==> config.mk <==
export PLATFORM = sky130hd
export DESIGN_NAME = i2c_txn_sequencer
export DESIGN_NICKNAME = d
export VERILOG_FILES = /design/src/rtl/i2c_txn_sequencer.sv
export SDC_FILE = /design/constraint.sdc
export NUM_CORES = 1
export LEC_CHECK = 0
export CAP_MARGIN = 25
export CELL_PAD_IN_SITES_DETAIL_PLACEMENT = 0
export CELL_PAD_IN_SITES_GLOBAL_PLACEMENT = 1
export CORE_MARGIN = 4
export CORE_UTILIZATION = 43
export CTS_BUF_LIST = sky130_fd_sc_hd__clkbuf_8
export CTS_CLUSTER_DIAMETER = 120
export DETAILED_ROUTE_END_ITERATION = 8
export PLACE_DENSITY_LB_ADDON = 0.1
export RECOVER_POWER = 25
export SKIP_LAST_GASP = 1
export SLEW_MARGIN = 25
export SYNTH_ARGS = -nofsm -noshare
export SYNTH_HDL_FRONTEND = slang
export SYNTH_SLANG_ARGS = --single-unit
export TNS_END_PERCENT = 1
==> constraint.sdc <==
create_clock -name i_clk -period 4.6 [get_ports i_clk]
set_input_delay 1.38 -clock i_clk [delete_from_list [all_inputs] [get_ports i_clk]]
set_output_delay 1.38 -clock i_clk [all_outputs]
set_load 0.02 [all_outputs]
==> src/rtl/i2c_txn_sequencer.sv <==
// i2c_txn_sequencer: expands one register read/write request into an I2C master command stream.
// Optional per-command watchdog enabled by defining I2C_SEQ_TIMEOUT_EN (limit TIMEOUT_CYCLES).
`default_nettype none

module i2c_txn_sequencer #(
  parameter int TIMEOUT_CYCLES = 100000
) (
  input  logic       i_clk,
  input  logic       i_reset_n,
  input  logic       i_start,
  input  logic       i_rw,
  input  logic [6:0] i_dev_addr,
  input  logic [7:0] i_reg_addr,
  input  logic [7:0] i_wdata,
  output logic [7:0] o_rdata,
  output logic       o_busy,
  output logic       o_done,
  output logic       o_nack,
  output logic [2:0] o_cmd,
  output logic       o_wr_i2c,
  output logic [7:0] o_din,
  input  logic       i_ready,
  input  logic [7:0] i_dout,
  input  logic       i_ack
);

  localparam logic [2:0] CMD_START   = 3'b001;
  localparam logic [2:0] CMD_WR      = 3'b010;
  localparam logic [2:0] CMD_RD      = 3'b011;
  localparam logic [2:0] CMD_STOP    = 3'b100;
  localparam logic [2:0] CMD_RESTART = 3'b101;

  typedef enum logic [3:0] {
    S_IDLE, S_START, S_DEV_W, S_REG, S_DATA, S_RESTART,
    S_DEV_R, S_READ, S_STOP, S_WAIT, S_DONE
  } state_t;

  state_t     state_q, state_d, state_nx, phase_q, phase_d;
  logic       first_q;
  logic       rw_q;
  logic [6:0] dev_q;
  logic [7:0] reg_q, wdata_q;
  logic       accept, issue, cap, set_nack, nack_hit;
  logic [2:0] cmd_d;
  logic [7:0] din_d;

  always_comb begin
    state_d  = state_q;
    phase_d  = phase_q;
    accept   = 1'b0;
    issue    = 1'b0;
    cap      = 1'b0;
    set_nack = 1'b0;
    cmd_d    = o_cmd;
    din_d    = o_din;
    case (state_q)
      S_IDLE: begin
        if (i_start) begin
          accept  = 1'b1;
          state_d = S_START;
        end
      end
      S_WAIT: begin
        // The controller's ready may still be high in the cycle right after the strobe.
        if (!first_q && i_ready) begin
          case (phase_q)
            S_START:   state_d = S_DEV_W;
            S_DEV_W:   state_d = i_ack ? S_STOP : S_REG;
            S_REG:     state_d = i_ack ? S_STOP : (rw_q ? S_RESTART : S_DATA);
            S_DATA:    state_d = S_STOP;
            S_RESTART: state_d = S_DEV_R;
            S_DEV_R:   state_d = i_ack ? S_STOP : S_READ;
            S_READ: begin
              cap     = 1'b1;
              state_d = S_STOP;
            end
            default:   state_d = S_DONE;
          endcase
          set_nack = i_ack && (phase_q == S_DEV_W || phase_q == S_REG ||
                               phase_q == S_DATA  || phase_q == S_DEV_R);
        end
      end
      S_DONE: state_d = S_IDLE;
      default: begin
        if (i_ready) begin
          issue   = 1'b1;
          phase_d = state_q;
          state_d = S_WAIT;
          din_d   = 8'h00;
          case (state_q)
            S_START:   cmd_d = CMD_START;
            S_DEV_W: begin cmd_d = CMD_WR; din_d = {dev_q, 1'b0}; end
            S_REG:   begin cmd_d = CMD_WR; din_d = reg_q; end
            S_DATA:  begin cmd_d = CMD_WR; din_d = wdata_q; end
            S_RESTART: cmd_d = CMD_RESTART;
            S_DEV_R: begin cmd_d = CMD_WR; din_d = {dev_q, 1'b1}; end
            S_READ:  begin cmd_d = CMD_RD; din_d = 8'h01; end
            default:   cmd_d = CMD_STOP;
          endcase
        end
      end
    endcase
  end

`ifdef I2C_SEQ_TIMEOUT_EN
  localparam int CW = $clog2(TIMEOUT_CYCLES) + 1;
  logic [CW-1:0] tmo_cnt;
  logic          waiting, tmo_hit;

  assign waiting  = (state_q != S_IDLE) && (state_q != S_DONE);
  assign tmo_hit  = waiting && (state_d == state_q) && (tmo_cnt == CW'(TIMEOUT_CYCLES - 1));
  assign state_nx = tmo_hit ? S_DONE : state_d;
  assign nack_hit = set_nack || tmo_hit;

  always_ff @(posedge i_clk or negedge i_reset_n) begin
    if (!i_reset_n)                           tmo_cnt <= '0;
    else if (!waiting || state_nx != state_q) tmo_cnt <= '0;
    else                                      tmo_cnt <= tmo_cnt + 1'b1;
  end
`else
  assign state_nx = state_d;
  assign nack_hit = set_nack;
`endif

  always_ff @(posedge i_clk or negedge i_reset_n) begin
    if (!i_reset_n) begin
      state_q <= S_IDLE;
      phase_q <= S_IDLE;
      first_q <= 1'b0;
    end else begin
      state_q <= state_nx;
      phase_q <= phase_d;
      first_q <= issue;
    end
  end

  always_ff @(posedge i_clk or negedge i_reset_n) begin
    if (!i_reset_n) begin
      rw_q     <= 1'b0;
      dev_q    <= 7'd0;
      reg_q    <= 8'd0;
      wdata_q  <= 8'd0;
      o_nack   <= 1'b0;
      o_rdata  <= 8'd0;
      o_cmd    <= 3'b000;
      o_din    <= 8'd0;
      o_wr_i2c <= 1'b0;
    end else begin
      if (accept) begin
        rw_q    <= i_rw;
        dev_q   <= i_dev_addr;
        reg_q   <= i_reg_addr;
        wdata_q <= i_wdata;
      end
      if (accept)        o_nack <= 1'b0;
      else if (nack_hit) o_nack <= 1'b1;
      if (cap) o_rdata <= i_dout;
      o_cmd    <= cmd_d;
      o_din    <= din_d;
      o_wr_i2c <= issue;
    end
  end

  assign o_busy = (state_q != S_IDLE) && (state_q != S_DONE);
  assign o_done = (state_q == S_DONE);

endmodule

`default_nettype wire
==> run metrics, run 1 <==
run status complete, but fails checks; failing checks max-capacitance violations, max-slew violations; RSZ-0062 raised after global routing no; clock slew at reported path FFs 0.10 ns; Gate Count Post-Synth 199; CP max stage delay 0.55 ns; Ant. Diodes 0; wire per inst 15.1 µm; setup TNS 0 ns; Top FF cell, synth dfrtp_1; crit-path cells or2_1 > or3_4 > clkdlybuf4s50_1; cells resized by post-CTS repair 0; leakage 1.36 nW; Final Max Tran Viols 48; via count 1751; relative slew slack -65.9%; max cap viols 1; Die Height 82.6 µm; Filler Cell Count 454; number of global-route vias before repair 1659; register bit total from synthesis 53; Routed Antenna Nets 0; top cells by area, synth dfrtp_1 55%, mux2_2 16%, o21ai_0 4.4%, a22oi_1 3.1%, nand2_1 3.0%; Port-buffer cells 59; Post-synth ARST share 100%; Hold WC Path Type reg -> reg; maximum number of pins on one net before global-route repair 48; Tcrit/Tclk final 77.3%; cell taking the most area after synthesis dfrtp_1; post-synthesis cell type count 33; Die X 82.6 µm; total wire length 5.03 mm; maximum VDD drop 233 µV; Setup crit end kind primary output; setup violators final 0; number of synthesized flops with an enable pin 0; total design power 0.00165 W; CP required 3.22 ns; drt first pass iters 5; Slew @ Worst Pin 2.49 ns; placed cell area 3060 µm²; Synth top area share 55.5%; cts hold-fix bufs 0; area grow syn2layout 32.1%; H-tree Lvls 2; cell area after synthesis 2390 µm²; Final Wtd Congestion 0.791; I/O pins 60; critical path type reg -> out; layout net count 298; Die Area 6820 µm²; Synthesis Warnings 0; TritonCTS clock tree done; Total Routing Usage GR 15.8%; clock net sink count 53; share of post-route cells with drive strength above 1 19.8%; Root Driver clkbuf_8; total grt overflow 0; commonest cells in the netlist 53 x dfrtp_1, 34 x mux2_2, 21 x o21ai_0; CTS buffer count 5; first-pass GRT wire length 8.07 mm; Clock Skew 0.0113 ns; Final Critical Period 3.55 ns; most frequent cell after synthesis dfrtp_1; setup repair bufs after CTS 0; via/cell ratio 5.27; CTS Buffer Depth 2; Max Freq 281 MHz; starting DRC count in detailed routing 76; Final Hold Vio Count 0; clk_lat worst skew 0.31 ns; Max FO, Critical Path 14; design area 3160 µm²; Core Area 5240 µm²; Critical Path Slowest Stage Cell clkdlybuf4s50_1; syn nets 236; Rows 26; arrival time worst endpoint 2.17 ns; Cell Pwr Density 522 nW/µm²; HPWL Detailed 3.62 mm; startpoint types flop; # DRC 0; sequential fraction of the synthesis area 55.5%; initial antenna violation count 0; Initial Util 45.7%; syn_area_per_cell 12.0 µm²
==> flip-flops by register name, summed over array words and instances, names as in the netlist <==
register and flops:
dev_q 7, o_cmd 3, o_din 8, o_nack 1, o_rdata 8, o_wr_i2c 1
phase_q 4, reg_q 8, rw_q 1, state_q 4, wdata_q 8
==> area by class of cell <==
type / instances / area, µm² / share of cell area (%)
Clock buffer: 7 / 96.3 / 3.05
Timing Repair Buffer: 63 / 614 / 19.4
Tap cell: 70 / 87.6 / 2.77
Clock inverter: 1 / 5.00 / 0.158
Multi-Input combinational cell: 130 / 1000 / 31.6
Inverter: 8 / 30.0 / 0.950
Sequential cell: 53 / 1330 / 42.0
==> logic make-up after synthesis <==
| family | synth area share, % |
|---|---|
| buffers and inverters | 2.72 |
| multiplexers | 16.9 |
| AND/OR/NAND/NOR | 9.47 |
| AO/OA/AOI/OAI | 15.4 |
| flip-flops | 55.5 |
==> metrics by stage <==
step / utilization [%] / instances / hold slack [ns] / setup WS, ns
after floorplan: - / 199 / 0.479 / 2.02
after global placement: 58.4 / 324 / 0.475 / 1.20
after detailed placement: 58.5 / 324 / 0.483 / 1.17
after CTS: 60.4 / 332 / 0.503 / 1.03
after global routing: 60.3 / 332 / 0.519 / 0.775
final: 60.3 / 332 / 0.501 / 1.05
==> path summary, 6_finish.rpt <==
| check | cells past startpoint | end | startpoint | slack (ns) |
|---|---|---|---|---|
| max | 3 | o_busy | state_q[0] | 1.05 |
| min | 2 | o_din[1] | o_din[1] | 0.50 |
| max reg2reg | 4 | o_rdata[6] | state_q[1] | 2.30 |
| min reg2reg | 2 | o_din[1] | o_din[1] | 0.50 |
| max in group asynchronous | 1 | wdata_q[0] | i_reset_n | 1.35 |
| min in group asynchronous | 1 | o_cmd[2] | i_reset_n | 1.82 |
==> layer usage <==
metal / up-vias / part of all wire (%) / global-route usage (%)
met3: 7 / 5.0 / 4.01
met4: 0 / 1.2 / 5.39
met1: 855 / 45 / 21.2
met2: 44 / 49 / 25.1
li1: 845 / - / -
met5: - / 0 / 0
==> critical path: cells and delay by family, from the launching register on <==
family	cells	cell delay [ns]
buffers and inverters	1	0.55
and+or+nand+nor	2	0.78
DFF	1	0.54
==> cells in the final DEF (no fill, tap or decap), types with 2 or more instances in the layout <==
master           netlist  final
inv_1                  8      8
nand2_1               19     19
nand2b_1               3      3
nor2b_1                5      5
mux2_2                34     34
a2bb2oi_1              2      2
o21ai_0               21     21
a31oi_1                2      2
a22o_1                 7      7
a22oi_1               10     10
clkdlybuf4s50_1        0     58
nor4_2                 2      2
nor2_1                 5      5
dfrtp_1               53     53
a21oi_1                3      3
buf_4                  0      4
clkbuf_8               0      7
==> power breakdown <==
| group | switching (W) | leakage [nW] | internal [W] |
|---|---|---|---|
| Clock | 0.000149 | 0.0542 | 0.000136 |
| Combinational | 0.000273 | 0.635 | 0.000333 |
| Sequential | 0.000137 | 0.675 | 0.000622 |
| Total | 0.000559 | 1.36 | 0.00109 |
Power figures use the tool's default switching activity.
==> run 2: changes to the inputs <==
--- a/config.mk
+++ b/config.mk
@@ -9,7 +9,7 @@
 export CELL_PAD_IN_SITES_DETAIL_PLACEMENT = 0
 export CELL_PAD_IN_SITES_GLOBAL_PLACEMENT = 1
 export CORE_MARGIN = 4
-export CORE_UTILIZATION = 43
+export CORE_UTILIZATION = 40
 export CTS_BUF_LIST = sky130_fd_sc_hd__clkbuf_8
 export CTS_CLUSTER_DIAMETER = 120
 export DETAILED_ROUTE_END_ITERATION = 8
==> constraint.sdc (replaced) <==
create_clock -name i_clk -period 3.56 [get_ports i_clk]
set_input_delay 1.068 -clock i_clk [delete_from_list [all_inputs] [get_ports i_clk]]
set_output_delay 1.068 -clock i_clk [all_outputs]
set_load 0.02 [all_outputs]
==> run 2 against run 1 <==
Compared with the run above: the run now ends clean; core utilization shrank 4.4 points; register-to-register slack worse by 1.1 ns; first-iteration DRC count up 25%; clock power grew 15%; sequential cell count did not move; critical path depth is the same; count of clock-buffer cells in the layout shrank 2; largest cell class unchanged; largest power group unchanged.
==> run metrics, run 2 (same netlist as run 1, synthesis figures left out) <==
Ant. Diodes 0; maximum number of pins on one net before global-route repair 27; setup TNS 0 ns; Final Critical Period 3.14 ns; HPWL Detailed 3.77 mm; area of the multi-input gates 1010 µm²; Final Hold Vio Count 0; cts hold-fix bufs 0; Root Driver clkbuf_8; via count 1785; Final Max Tran Viols 0; relative slew slack 8.65%; cells resized by post-CTS repair 0; Initial Util 42.4%; CTS Buffer Depth 2; startpoint types flop; area grow syn2layout 32.0%; Setup crit end kind primary output; total wire length 5.05 mm; total grt overflow 0; wire per inst 15.1 µm; starting DRC count in detailed routing 95; first-pass GRT wire length 8.51 mm; critical path type reg -> out; Max FO, Critical Path 8; Rows 27; Final Wtd Congestion 0.771; layout net count 299; clk_lat worst skew 0.30 ns; Hold WC Path Type reg -> reg; drt first pass iters 4; placed cell area 3080 µm²; Clock Skew 0.00550 ns; commonest non-fill, non-tap cell in the layout clkdlybuf4s50_1; run status complete, no violations; setup violators final 0; Filler Cell Count 512; Tcrit/Tclk final 88.3%; CTS buffer count 5; Max Freq 318 MHz; clock net sink count 53; # DRC 0; maximum VDD drop 334 µV; max cap viols 0; hold_ws 0.491 ns; share of post-route cells with drive strength above 1 19.0%; Die Height 85.3 µm; arrival time worst endpoint 2.08 ns; Routed Antenna Nets 0; number of global-route vias before repair 1753; Cell Pwr Density 668 nW/µm²; setup repair bufs after CTS 0; via/cell ratio 5.33; leakage 1.36 nW; Register Area 1330 µm²; design area 3160 µm²; Port-buffer cells 59; Slew @ Worst Pin 1.37 ns; most frequent cells in the layout 58 x clkdlybuf4s50_1, 53 x dfrtp_1, 34 x mux2_2; CP required 2.49 ns; initial antenna violation count 0; clock slew at reported path FFs 0.09 ns; Total Routing Usage GR 14.7%; H-tree Lvls 2; I/O pins 60; Die X 85.3 µm; TritonCTS clock tree done; Die Area 7280 µm²; Core Area 5640 µm²; RSZ-0062 raised after global routing no
-- run 2: changes by cell type in the layout (fill, tap and decap cells not counted), sizes merged --
cell and delta:
inv +2, buf -1
-- run 2: layout make-up --
cell class	count	area share (%)
Inverter	8	0.951
Clock inverter	3	0.555
Tap cell	72	2.85
Sequential cell	53	42.0
Multi-Input combinational cell	130	32.0
Clock buffer	5	2.18
Timing Repair Buffer	64	19.5
-- run 2: critical path: stages (launching register included) --
cell and delay (ns):
dfrtp_1 0.47, or2_1 0.32, or3_4 0.44, clkdlybuf4s50_1 0.55
-- run 2: report_power, final --
group / switching (W) / total [W] / leakage, nW / internal, W
sequential: 0.000160 / 0.000964 / 0.675 / 0.000804
clock: 0.000191 / 0.000329 / 0.0497 / 0.000138
combinational: 0.000380 / 0.000815 / 0.634 / 0.000435
-- run 2: worst paths after layout --
| check | depth (start not counted) | slack (ns) | end | from |
|---|---|---|---|---|
| max | 3 | 0.42 | o_busy | state_q[2] |
| min | 2 | 0.49 | o_din[0] | o_din[0] |
| max reg2reg | 4 | 1.24 | o_rdata[2] | state_q[1] |
| min reg2reg | 2 | 0.49 | o_din[0] | o_din[0] |
| max in group asynchronous | 2 | 1.07 | state_q[0] | i_reset_n |
| min in group asynchronous | 1 | 0.79 | state_q[3] | i_reset_n |
-- run 2: per-layer routing --
layer / vias to the layer above / GRT usage, % / wire, µm
met2: 50 / 24.6 / 2530
li1: 852 / - / -
met5: - / 0 / 0
met3: 5 / 3.50 / 307
met1: 878 / 19.0 / 2170
met4: 0 / 3.88 / 44
-- run 2: stage by stage --
step	setup WS [ns]	cells	power (W)	util, %
global placement	0.479	327	0.00178	54.4
finish	0.417	335	0.00211	56.0
detailed placement	0.391	327	0.00180	54.6
CTS	0.404	335	0.00214	56.1
floorplan	1.29	199	0.00151	-
global route	0.345	335	0.00226	56.0
==> run 3: changes to the inputs <==
--- a/config.mk
+++ b/config.mk
@@ -5,11 +5,12 @@
 export SDC_FILE = /design/constraint.sdc
 export NUM_CORES = 1
 export LEC_CHECK = 0
+export ABC_AREA = 1
 export CAP_MARGIN = 25
 export CELL_PAD_IN_SITES_DETAIL_PLACEMENT = 0
 export CELL_PAD_IN_SITES_GLOBAL_PLACEMENT = 1
 export CORE_MARGIN = 4
-export CORE_UTILIZATION = 40
+export CORE_UTILIZATION = 38
 export CTS_BUF_LIST = sky130_fd_sc_hd__clkbuf_8
 export CTS_CLUSTER_DIAMETER = 120
 export DETAILED_ROUTE_END_ITERATION = 8
==> run 3 against run 2 <==
Compared with the run above: synthesized cell count increased by 35%; area after synthesis grew 1.9%; wire length up 6.6%; via count rose by 8.2%; core utilization fell by 3.7 points; first-iteration DRC count increased by 3.2%; cell area up 0.24%; sequential share of layout area decreased by 0.10 points; count of clock-buffer cells in the layout unchanged; cell count up 21%; worst setup slack improved by 0.16 ns; worst hold slack got worse by 0.0071 ns; largest power group unchanged.
==> run metrics, run 3 <==
non-filler cells, final 406; cell area after synthesis 2440 µm²; Top FF cell, synth dfrtp_1; Root Driver clkbuf_8; total wire length 5.38 mm; maximum number of pins on one net before global-route repair 54; RSZ-0062 raised after global routing no; Core Area 6060 µm²; WL met3 298 µm; via/cell ratio 4.76; area grow syn2layout 29.9%; syn_area_per_cell 9.06 µm²; commonest non-fill, non-tap cell in the layout nand2_1; clk_lat worst skew 0.30 ns; setup TNS 0 ns; number of synthesized flops with an enable pin 0; share of post-route cells with drive strength above 1 11.8%; TritonCTS clock tree done; Synth top area share 54.4%; placed insts 398; switching share of power 37.9%; commonest cells in the netlist 88 x nand2_1, 53 x dfrtp_1, 28 x inv_1; relative slew slack 13.1%; cts hold-fix bufs 0; top cells by area, synth dfrtp_1 54%, nand2_1 14%, mux2_2 8.8%, inv_1 4.3%, o21ai_0 3.5%; register share of total power 44.4%; CTS buffer count 5; Hold WC Path Type reg -> reg; post-synthesis cell type count 22; WL met1 2.59 mm; Gate Count Post-Synth 269; Port-buffer cells 59; startpoint types flop; Synthesis Warnings 0; Final Hold Vio Count 0; Post-synth ARST share 100%; cell taking the most area after synthesis dfrtp_1; maximum VDD drop 314 µV; most frequent cells in the layout 88 x nand2_1, 58 x clkdlybuf4s50_1, 53 x dfrtp_1; Switch Pwr 0.000820 W; Initial Util 40.2%; sequential fraction of the synthesis area 54.4%; clock net sink count 53; Total Routing Usage GR 14.9%; design area 3160 µm²; Die X 88.1 µm; setup repair bufs after CTS 0; Die Height 88.1 µm; clock power share 15.7%; Max Freq 336 MHz; max cap viols 0; Filler Cell Count 608; Rows 28; Final Wtd Congestion 0.789; power share of the combinational group 40.0%; total grt overflow 0; initial antenna violation count 0; CP required 2.49 ns; Max FO, Critical Path 8; via count 1931; cells resized by post-CTS repair 0; critical path type reg -> out; Final Critical Period 2.98 ns; wire per inst 13.3 µm; syn nets 306; register bit total from synthesis 53; layout net count 367; met2 wire length 2.45 mm; CP max stage delay 0.62 ns; HPWL Detailed 3.86 mm; most frequent cell after synthesis nand2_1; leakage 1.49 nW; run status complete, no violations; crit-path cells nor2_2 > nand3_1 > inv_1 > a21oi_1 > clkdlybuf4s50_1; Ant. Diodes 0; setup violators final 0; starting DRC count in detailed routing 98; Die Area 7760 µm²; Clock Skew 0.00509 ns; Setup crit end kind primary output; max layer used met4; Int Pwr 0.00134 W; number of global-route vias before repair 1861; Routed Antenna Nets 0; CTS Buffer Depth 2; Slew @ Worst Pin 1.30 ns; arrival time worst endpoint 1.91 ns; I/O pins 60; drt first pass iters 4; first-pass GRT wire length 8.91 mm; Critical Path Slowest Stage Cell clkdlybuf4s50_1; # DRC 0; clock slew at reported path FFs 0.10 ns; Tcrit/Tclk final 83.7%; H-tree Lvls 2; placed cell area 3080 µm²; Final Max Tran Viols 0; Cell Pwr Density 683 nW/µm²
[run 3: changes by cell type after synthesis, sizes merged, moves of 5 or more]
cell,delta
nand2,+70
nand3,+11
o211ai,+5
a22o,-7
a22oi,-10
nor2,+10
nor2b,-5
inv,+23
mux2,-15
[run 3: metal layers]
metal  vias to the layer above  global-route usage [%]
li1                        986                       -
met1                       895                    21.4
met2                        44                    22.1
met3                         6                    4.14
met4                         0                    4.53
met5                         -                       0
[run 3: kinds of logic after synthesis]
logic type	count (synthesis)	synth area share [%]
multiplexers	20	9.25
AO/OA/AOI/OAI	40	9.04
AND/OR/NAND/NOR	118	20.4
buffers and inverters	38	6.83
flip-flops	53	54.4
[run 3: power by group through the flow]
stage	clock network (W)	registers [W]	logic [W]
after floorplan	0	0.00100	0.000545
after global placement	0	0.000974	0.000869
after detailed placement	0	0.000973	0.000876
after CTS	0.000351	0.000962	0.000879
final	0.000339	0.000959	0.000864
after global routing	0.000381	0.000990	0.000980
[run 3: final timing paths]
path | startpoint | to | slack [ns] | cells past startpoint
max | state_q[2] | o_busy | 0.58 | 5
min in group asynchronous | i_reset_n | dev_q[0] | 1.13 | 2
max in group asynchronous | i_reset_n | o_rdata[0] | 1.65 | 2
min reg2reg | o_cmd[0] | o_cmd[0] | 0.48 | 2
min | o_cmd[0] | o_cmd[0] | 0.48 | 2
max reg2reg | state_q[2] | o_din[7] | 1.71 | 6
[run 3: cell type report]
type | instances | area, µm² | share of cell area, %
Clock buffer | 5 | 68.8 | 2.17
Clock inverter | 3 | 17.5 | 0.554
Inverter | 31 | 116 | 3.68
Multi-Input combinational cell | 178 | 943 | 29.8
Sequential cell | 53 | 1330 | 41.9
Tap cell | 75 | 93.8 | 2.97
Timing Repair Buffer | 61 | 598 | 18.9
[run 3: per-stage QoR]
stage	worst slack (ns)	hold WS, ns	utilization (%)	total power [W]
after floorplan	1.32	0.458	-	0.00154
after global placement	0.895	0.467	50.8	0.00184
after detailed placement	0.874	0.470	50.8	0.00185
after CTS	0.576	0.494	52.3	0.00219
after global routing	0.481	0.521	52.2	0.00235
final	0.580	0.484	52.2	0.00216
[run 3: worst max-delay path: cells and delay by family (launching register included)]
kind	cells	cell delay (ns)
simple gates	2	0.27
flops	1	0.52
compound gates	1	0.12
buf+inv	2	0.70
